File: config.mk
export PLATFORM = sky130hd
export DESIGN_NAME = pipe_fifo2
export DESIGN_NICKNAME = d
export VERILOG_FILES = /design/src/rtl/pipe_fifo2.sv
export SDC_FILE = /design/constraint.sdc
export NUM_CORES = 1
export LEC_CHECK = 0
export BUFFER_PORTS_ARGS = -buffer_cell sky130_fd_sc_hd__clkbuf_2
export CORE_AREA = 2 2 39 41
export DETAILED_ROUTE_END_ITERATION = 8
export DIE_AREA = 0 0 41 43
export GPL_TIMING_DRIVEN = 0
export PLACE_DENSITY = 0.52
export SLEW_MARGIN = 20
export SYNTH_ARGS = -nofsm -noshare
export SYNTH_HDL_FRONTEND = slang
export SYNTH_SLANG_ARGS = --single-unit
File: constraint.sdc
create_clock -name CLK -period 1.5 [get_ports CLK]
set_clock_uncertainty 0.15 [all_clocks]
set_input_delay 0.3 -clock CLK [delete_from_list [all_inputs] [get_ports CLK]]
set_output_delay 0.3 -clock CLK [all_outputs]
set_load 0.03 [all_outputs]
File: src/rtl/pipe_fifo2.sv
// pipe_fifo2: two-entry pipeline FIFO. The head register (data0) drives D_OUT
// directly and the tail register (data1) holds the second entry. FULL_N and
// EMPTY_N are decoded from the registered occupancy count only. An enqueue
// while full is discarded, and there is no bypass path at full. When guarded
// is nonzero, protocol violations set a sticky ERR flag that only RST clears.
module pipe_fifo2 #(
    parameter int width   = 1,
    parameter int guarded = 1
) (
    input  logic             CLK,
    input  logic             RST,
    input  logic [width-1:0] D_IN,
    input  logic             ENQ,
    output logic             FULL_N,
    output logic [width-1:0] D_OUT,
    input  logic             DEQ,
    output logic             EMPTY_N,
    input  logic             CLR,
    output logic             ERR
);

    logic [1:0]       count_q, count_d;
    logic [width-1:0] data0_q, data0_d;
    logic [width-1:0] data1_q, data1_d;
    logic             err_q, err_d;
    logic             violation;

    // Next-state decode: CLR flushes the occupancy and leaves the data in place; otherwise ENQ/DEQ act on the current count
    always_comb begin
        count_d   = count_q;
        data0_d   = data0_q;
        data1_d   = data1_q;
        err_d     = err_q;
        violation = 1'b0;

        if (CLR) begin
            count_d = 2'd0;
        end else begin
            violation = (ENQ && (count_q == 2'd2)) || (DEQ && (count_q == 2'd0));
            case (count_q)
                2'd0: begin
                    // A dequeue from empty is ignored, but a simultaneous enqueue still lands in the head
                    if (ENQ) begin
                        data0_d = D_IN;
                        count_d = 2'd1;
                    end
                end
                2'd1: begin
                    case ({ENQ, DEQ})
                        2'b10: begin
                            data1_d = D_IN;
                            count_d = 2'd2;
                        end
                        2'b01: begin
                            count_d = 2'd0;
                        end
                        2'b11: begin
                            // The old head leaves and the new word becomes the head, so occupancy stays at one
                            data0_d = D_IN;
                        end
                        default: begin
                            count_d = count_q;
                        end
                    endcase
                end
                2'd2: begin
                    // An enqueue at full is dropped even when a dequeue frees a slot in the same cycle
                    if (DEQ) begin
                        data0_d = data1_q;
                        count_d = 2'd1;
                    end
                end
                default: begin
                    count_d = 2'd0;
                end
            endcase
        end

        if ((guarded != 0) && violation) begin
            err_d = 1'b1;
        end
    end

    // State registers with a synchronous reset that clears occupancy, data and the error flag
    always_ff @(posedge CLK) begin
        if (RST) begin
            count_q <= 2'd0;
            data0_q <= '0;
            data1_q <= '0;
            err_q   <= 1'b0;
        end else begin
            count_q <= count_d;
            data0_q <= data0_d;
            data1_q <= data1_d;
            err_q   <= err_d;
        end
    end

    // Status flags and the output word decode from registered state only
    always_comb begin
        FULL_N  = (count_q != 2'd2);
        EMPTY_N = (count_q != 2'd0);
        D_OUT   = data0_q;
        ERR     = err_q;
    end

endmodule

==> flow_summary_export.csv, run 1 <==
group,metric,value,unit
status,outcome,"finished clean",
route,vias,310,
power,fin_total_pwr,0.3764,mW
cts,clk_latency,0.24,ns
grt,grt_pass1_vias,338,
grt,grt_max_degree,8,
timing,worst_slew_pin_slew,0.2729,ns
cts,path_clk_slew,0.04,ns
route,wl_per_cell,10.49,µm
placed_design,dp.cells,57,
synthesis,syn-mean-instance-area,9.775,µm²
timing,fmax,680.3,MHz
timing,setup_tns,0,ns
power,powerDensity,761.5,mW/mm²
cts,cts_made_buffers,3,
power,ir_drop,0.0003084,V
critical_path,critPathLaunchType,"flop",
critical_path,cp_max_fo,5,
grt,grt_first_pass_wirelength,1262,µm
route,drc,0,
timing,fin_crit_sh,0.9800,
route,drtIter0Drc,6,
cts,cts_tree,"yes",
cts,cts.path.max_buffers,2,
power,p_leak,0.2345,nW
final_layout,area_growth,58.00,%
critical_path,end_kind,"primary output",
final_layout,finalNetCount,63,
synthesis,yosys_most_used_dff,"dfxtp_1",
critical_path,arrival,1.02,ns
final_layout,final_cell_mix,"8 x buf_4, 7 x clkbuf_2, 4 x inv_1",
timing,slew_headroom,0.8129,
timing,finalSetupViolCount,0,
timing,fin_crit,1.470,ns
grt,grt_overflow_total,0,
final_layout,fin_area,494.2,µm²
synthesis,synth_area,312.8,µm²
synthesis,synth-edff-count,0,
floorplanning,coreArea,0.001384,mm²
cts,root_buffer,"clkbuf_4",
route,vias_per_cell,4.493,
cts,cts_num_sinks,5,
synthesis,ys_ff_latch,5,
floorplanning,die_area,0.001763,mm²
timing,rsz0062_at_grt,"yes",
route,antenna_left,0,
route,routed_wl,724,µm
final_layout,stdcell_count,69,
placed_design,place_congestion,0.6446,
final_layout,drive_above_1_share,0.4906,
final_layout,mostFrequentLayoutCell,"buf_4",
grt,grt_usage,0.1097,
synthesis,netlist-cell-type-count,18,
job,drv_cap,0,
route,drt_pass1_iterations,4,
floorplanning,fp.dieH,43,µm
floorplanning,die_w,41,µm
synthesis,synthArstFlopShare,0,
timing,finalHoldViolCount,0,
placed_design,io_buffers,9,
min_path,min_path_type,"primary input to flop",
timing,drv_slew,0,
floorplanning,top_level_ports,10,
grt,antenna_found_initial,0,
cts,cts_htree_levels,1,
floorplanning,start_util,0.2260,
synthesis,synthesis.nets,41,
critical_path,worstSetupPathType,"flop to primary output",
placed_design,place_area,377.9,µm²
synthesis,syn_inst,32,
final_layout,diodes,0,
synthesis,ys_warn_count,0,
floorplanning,rows,14,
critical_path,required,1.05,ns
timing,fin_hold_ws,0.1345,ns
synthesis,yosysSeqAreaShare,0.3200,
==> registers in the layout, indices dropped and copies added (netlist names) <==
name and count:
count_q 2, ERR 1, D_OUT 1, data1_q 1
==> critical path, stage by stage (launching register included) <==
cell and delay (ns):
dfxtp_4 0.36, or2b_1 0.27, buf_8 0.15
==> report_power, final <==
| part | total [mW] | internal (mW) | leakage (nW) | switching (mW) |
|---|---|---|---|---|
| Clock | 0.156 | 0.101 | 0.0150 | 0.0553 |
| Combinational | 0.0794 | 0.0382 | 0.177 | 0.0412 |
| Sequential | 0.141 | 0.137 | 0.0424 | 0.00402 |
| Total | 0.376 | 0.276 | 0.235 | 0.101 |
==> kinds of logic (layout without fill, tap and decap cells) <==
group / Yosys count / count (layout) / share of synthesized area
flip-flops: 5 / 5 / 0.3200
buffers and inverters: 4 / 25 / 0.04799
multiplexers: 4 / 4 / 0.1320
AO/OA/AOI/OAI: 6 / 6 / 0.1720
adder cells (fa/ha/maj): 3 / 3 / 0.1200
AND/OR/NAND/NOR: 10 / 10 / 0.2080
==> synthesized netlist by cell type, types with 2 or more instances <==
cell type / n / area, µm²
dfxtp_1: 5 / 100.1
nor3_1: 2 / 10.01
nor2_1: 3 / 11.26
mux2i_1: 3 / 30.03
ha_1: 3 / 37.54
inv_1: 4 / 15.01
==> layer usage <==
layer | routed length (µm) | global-route usage
met3 | 31 | 0.01571
met4 | 27 | 0.1200
met2 | 379 | 0.1688
met5 | 0 | 0
met1 | 285 | 0.1100
==> layout make-up <==
class | instances | area (µm²)
Clock buffer | 4 | 26.28
Timing Repair Buffer | 17 | 125.1
Inverter | 4 | 15.01
Sequential cell | 5 | 107.6
Tap cell | 16 | 20.02
Multi-Input combinational cell | 23 | 200.2
Fill cell | 157 | 889.6
==> final timing paths <==
| kind | from | endpoint | slack (ns) | depth (start not counted) |
|---|---|---|---|---|
| max | count_q[1] | FULL_N | 0.03 | 2 |
| min | RST | count_q[1] | 0.13 | 2 |
| max reg2reg | count_q[1] | D_OUT | 0.15 | 4 |
| min reg2reg | ERR | ERR | 0.33 | 2 |
==> what timing repair did <==
| item | 4_1_cts | 5_1_grt |
|---|---|---|
| hold buffers | 0 | 0 |
| cloned | 0 | 0 |
| gates resized for setup | 8 | 3 |
| hold endpoints to repair | 0 | 0 |
| setup buffers | 5 | 3 |
| endpoints found under the setup margin | 2 | 2 |
| pin swaps | 0 | 0 |
==> per-stage QoR <==
| stage | utilization | setup WS, ns |
|---|---|---|
| 2_1_floorplan | - | 0.1392 |
| 3_3_place_gp | 0.2731 | 0.02321 |
| 3_5_place_dp | 0.2731 | 0.01154 |
| 4_1_cts | 0.3373 | 0.003435 |
| 5_1_grt | 0.3571 | -0.005685 |
| 6_report | 0.3571 | 0.02996 |
Note: power is estimated with default switching activity, not from simulation.
==> run 2: changes to the inputs <==
--- a/config.mk
+++ b/config.mk
@@ -11,6 +11,7 @@
 export DIE_AREA = 0 0 41 43
 export GPL_TIMING_DRIVEN = 0
 export PLACE_DENSITY = 0.52
+export SETUP_SLACK_MARGIN = 0.15
 export SLEW_MARGIN = 20
 export SYNTH_ARGS = -nofsm -noshare
 export SYNTH_HDL_FRONTEND = slang
==> flow_summary_export.csv, run 2 (same netlist as run 1, synthesis figures left out) <==
group,metric,value,unit
cts,cts_hold_buf,0,
final_layout,drive_above_1_share,0.5306,
placed_design,dp_hpwl,499.9,µm
floorplanning,die_w,41,µm
timing,drv_slew,0,
final_layout,largest_reg_flops,2,
timing,finalHoldViolCount,0,
final_layout,fin_area,485.5,µm²
final_layout,fillers,149,
final_layout,final_cell_mix,"7 x clkbuf_2, 4 x inv_1",
route,drc,0,
status,outcome,"finished clean",
critical_path,worstReg2RegEnd,"D_OUT",
final_layout,finalNetCount,59,
critical_path,end_kind,"primary output",
final_layout,stdcell_count,65,
route,vias,296,
cts,root_buffer,"clkbuf_4",
critical_path,worstSetupPathType,"flop to primary output",
grt,grt_max_degree,8,
final_layout,diodes,0,
cts,cts_made_buffers,3,
floorplanning,rows,14,
critical_path,cp_max_fo,3,
cts,clk_latency,0.23,ns
cts,path_clk_slew,0.04,ns
critical_path,reg2reg_from,"count_q[1]",
critical_path,arrival,0.99,ns
critical_path,critPathLaunchType,"flop",
route,drtIter0Drc,1,
placed_design,dp.cells,57,
floorplanning,fp.dieH,43,µm
placed_design,io_buffers,9,
grt,antenna_found_initial,0,
route,wl_per_cell,10.54,µm
grt,grt_usage,0.1054,
timing,fin_hold_ws,0.1582,ns
grt,grt_pass1_vias,305,
timing,slew_headroom,0.8369,
final_layout,top_register,"count_q",
critical_path,worstSetupStartpoint,"count_q[1]",
timing,rsz0062_at_grt,"yes",
floorplanning,top_level_ports,10,
cts,cts_num_sinks,5,
route,routed_wl,685,µm
final_layout,mostFrequentLayoutCell,"clkbuf_2",
job,drv_cap,0,
min_path,min_path_type,"primary input to flop",
timing,fin_crit_sh,0.9595,
critical_path,ff2ff_path_depth,4,
critical_path,required,1.05,ns
floorplanning,coreArea,0.001384,mm²
critical_path,endpoint,"FULL_N",
route,antenna_left,0,
timing,worst_slew_pin_slew,0.2399,ns
cts,cts_htree_levels,1,
floorplanning,die_area,0.001763,mm²
power,powerDensity,757.6,mW/mm²
cts,cts.path.max_buffers,2,
placed_design,place_congestion,0.6326,
cts,cts_tree,"yes",
placed_design,place_area,381.6,µm²
route,vias_per_cell,4.554,
power,ir_drop,0.0003703,V
power,p_leak,0.2222,nW
timing,setup_tns,0,ns
grt,grt_first_pass_wirelength,1179,µm
route,drt_pass1_iterations,2,
timing,finalSetupViolCount,0,
floorplanning,start_util,0.2260,
timing,fmax,694.8,MHz
grt,grt_overflow_total,0,
timing,fin_crit,1.439,ns
critical_path,rrSetupSlack,0.18,ns
final_layout,area_growth,55.20,%
## run 2: cell types whose count changed in the layout (fill, tap and decap cells not counted), sizes merged
cell / change
buf: -4
## run 2: layer usage
metal,vias up,part of all wire,track usage,routed length (µm)
met5,-,0,0,0
met4,0,0.028,0.1200,19
met3,2,0.035,0.01571,24
met2,7,0.49,0.1469,334
met1,135,0.45,0.1190,307
li1,152,-,-,-
## run 2: power by group
part	internal, mW	switching [mW]
Clock	0.100	0.0472
Combinational	0.0368	0.0428
Sequential	0.137	0.00381
## run 2: how the worst min path moves through the flow
stage,start,end,slack (ns),cells after the start
after floorplan,RST,D_OUT,0.21,1
after global placement,ERR,ERR,0.32,2
after detailed placement,ERR,ERR,0.32,2
after CTS,RST,D_OUT,0.14,2
after global routing,RST,count_q[1],0.16,2
final,RST,count_q[1],0.16,2
## run 2: what timing repair did
action | in CTS | in global routing
endpoints found under the setup margin | 2 | 5
buffers inserted | 4 | 0
pin swaps | 0 | 4
gates resized for setup | 9 | 6
## run 2: area by class of cell
class / instances / area (µm²) / area share
Clock buffer: 4 / 26.28 / 0.05412
Inverter: 4 / 15.01 / 0.03093
Multi-Input combinational cell: 23 / 217.7 / 0.4485
Sequential cell: 5 / 107.6 / 0.2216
Tap cell: 16 / 20.02 / 0.04124
Timing Repair Buffer: 13 / 98.84 / 0.2036
## run 2: critical path: stages (launching register included)
cell,delay [ns]
dfxtp_4,0.34
or2b_4,0.27
buf_8,0.14
## run 2: per-stage QoR
step / power [mW] / setup WS [ns] / util
5_1_grt: 0.3938 / 0.03505 / 0.3508
2_1_floorplan: 0.1865 / 0.2256 / -
3_3_place_gp: 0.2101 / 0.02190 / 0.2758
4_1_cts: 0.3722 / 0.03004 / 0.3363
6_report: 0.3678 / 0.06073 / 0.3508
3_5_place_dp: 0.2107 / 0.006306 / 0.2758
==> run 3: changes to the inputs <==
--- a/config.mk
+++ b/config.mk
@@ -7,6 +7,7 @@
 export LEC_CHECK = 0
 export BUFFER_PORTS_ARGS = -buffer_cell sky130_fd_sc_hd__clkbuf_2
 export CORE_AREA = 2 2 39 41
+export CTS_BUF_LIST = sky130_fd_sc_hd__clkbuf_2
 export DETAILED_ROUTE_END_ITERATION = 8
 export DIE_AREA = 0 0 41 43
 export GPL_TIMING_DRIVEN = 0
==> flow_summary_export.csv, run 3 (same netlist as run 1, synthesis figures left out) <==
group,metric,value,unit
status,outcome,"finished clean",
route,drt_pass1_iterations,3,
cts,cts_htree_levels,1,
cts,cts_tree,"yes",
route,wl_per_cell,10.62,µm
placed_design,io_buffers,9,
grt,grt_first_pass_wirelength,1179,µm
floorplanning,start_util,0.2260,
min_path,hold_path_end,"count_q[1]",
critical_path,reg2reg_from,"count_q[1]",
cts,cts_num_sinks,5,
critical_path,crit_slowest_cell,"dfxtp_4",
power,p_leak,0.2246,nW
critical_path,ff2ff_path_depth,4,
cts,cts_hold_buf,0,
final_layout,stdcell_count,65,
cts,path_clk_slew,0.05,ns
final_layout,diodes,0,
floorplanning,fp.dieH,43,µm
placed_design,dp.cells,57,
critical_path,arrival,0.97,ns
route,vias_per_cell,4.538,
route,drc,0,
power,powerDensity,703.9,mW/mm²
critical_path,cp_max_fo,3,
critical_path,required,1.05,ns
timing,finalHoldViolCount,0,
min_path,holdPathStages,2,
placed_design,place_ws,0.006306,ns
critical_path,cpLargestDelayFamily,"flip-flops",
final_layout,largest_reg_flops,2,
cts,cts_made_buffers,3,
floorplanning,die_area,0.001763,mm²
cts,cts.path.max_buffers,2,
final_layout,drive_above_1_share,0.5510,
critical_path,critPathLaunchType,"flop",
route,vias,295,
final_layout,finalNetCount,59,
timing,fin_ws,0.08361,ns
final_layout,fin_area,483.0,µm²
critical_path,worstReg2RegEnd,"D_OUT",
final_layout,top_register,"count_q",
route,routed_wl,690,µm
critical_path,end_kind,"primary output",
final_layout,final_cell_mix,"11 x clkbuf_2, 4 x inv_1, 3 x dfxtp_1, 3 x nor2_1, 3 x ha_1",
critical_path,path_cells,"or2b_4 -> buf_8",
power,ir_drop,0.0003495,V
final_layout,area_growth,54.40,%
placed_design,place_area,381.6,µm²
timing,finalSetupViolCount,0,
timing,fmax,706.0,MHz
floorplanning,rows,14,
critical_path,max_stage_delay,0.35,ns
final_layout,utilization,0.3490,
critical_path,rrSetupSlack,0.18,ns
floorplanning,die_w,41,µm
critical_path,crit_buf_inv,1,
timing,worst_slew_pin_slew,0.2400,ns
route,drtIter0Drc,2,
final_layout,fillers,148,
floorplanning,top_level_ports,10,
placed_design,dp_hpwl,499.9,µm
grt,grt_overflow_total,0,
grt,grt_usage,0.1054,
timing,drv_slew,0,
critical_path,worstSetupPathType,"flop to primary output",
route,antenna_left,0,
final_layout,mostFrequentLayoutCell,"clkbuf_2",
timing,slew_headroom,0.8368,
timing,rsz0062_at_grt,"yes",
grt,antenna_found_initial,0,
min_path,min_path_type,"primary input to flop",
timing,setup_tns,0,ns
job,drv_cap,0,
cts,root_buffer,"clkbuf_2",
grt,grt_pass1_vias,305,
floorplanning,coreArea,0.001384,mm²
placed_design,place_congestion,0.6326,
min_path,worstHoldStart,"RST",
timing,fin_crit,1.416,ns
cts,clk_latency,0.21,ns
timing,fin_crit_sh,0.9443,
grt,grt_max_degree,8,
==> run 3: cell counts in the layout (fill, tap and decap cells not counted) <==
No cell type changed its count.
==> run 3: timing repair <==
| action | 4_1_cts | 5_1_grt |
|---|---|---|
| pin swaps | 0 | 4 |
| setup buffers | 4 | 0 |
| setup endpoints to repair | 2 | 5 |
| resized for setup | 9 | 7 |
==> run 3: through the flow <==
| stage | power [mW] | hold WS, ns |
|---|---|---|
| 6_report | 0.3400 | 0.1820 |
| 5_1_grt | 0.3645 | 0.1711 |
| 4_1_cts | 0.3418 | 0.1566 |
| 3_5_place_dp | 0.2107 | 0.3207 |
| 3_3_place_gp | 0.2101 | 0.3182 |
| 2_1_floorplan | 0.1865 | 0.2146 |
==> run 3: area by class of cell <==
cell class                      instances  area (µm²)  share of cell area
Tap cell                               16       20.02             0.04145
Sequential cell                         5       107.6              0.2228
Timing Repair Buffer                   13       102.6              0.2124
Clock buffer                            4       20.02             0.04145
Inverter                                4       15.01             0.03109
Multi-Input combinational cell         23       217.7              0.4508
==> run 3: how the worst max path moves through the flow <==
stage / from / slack, ns / to / depth (start not counted)
floorplan: count_q[1] / 0.23 / D_OUT / 3
CTS: count_q[1] / 0.05 / FULL_N / 2
global placement: ENQ / 0.02 / count_q[1] / 5
global route: count_q[1] / 0.05 / FULL_N / 2
detailed placement: ENQ / 0.006 / count_q[1] / 5
finish: count_q[1] / 0.08 / FULL_N / 2
==> run 3: per-layer routing <==
metal  vias to the layer above  share of wire  track usage
met3                         2          0.035      0.01571
li1                        150              -            -
met5                         -              0            0
met4                         0          0.028       0.1200
met1                       136           0.44       0.1190
met2                         7           0.49       0.1469
==> run 3: power breakdown <==
part	internal [mW]	total [mW]	switching (mW)
Sequential	0.137	0.141	0.00401
Combinational	0.0376	0.0804	0.0428
Clock	0.0705	0.119	0.0483
Total	0.245	0.340	0.0951
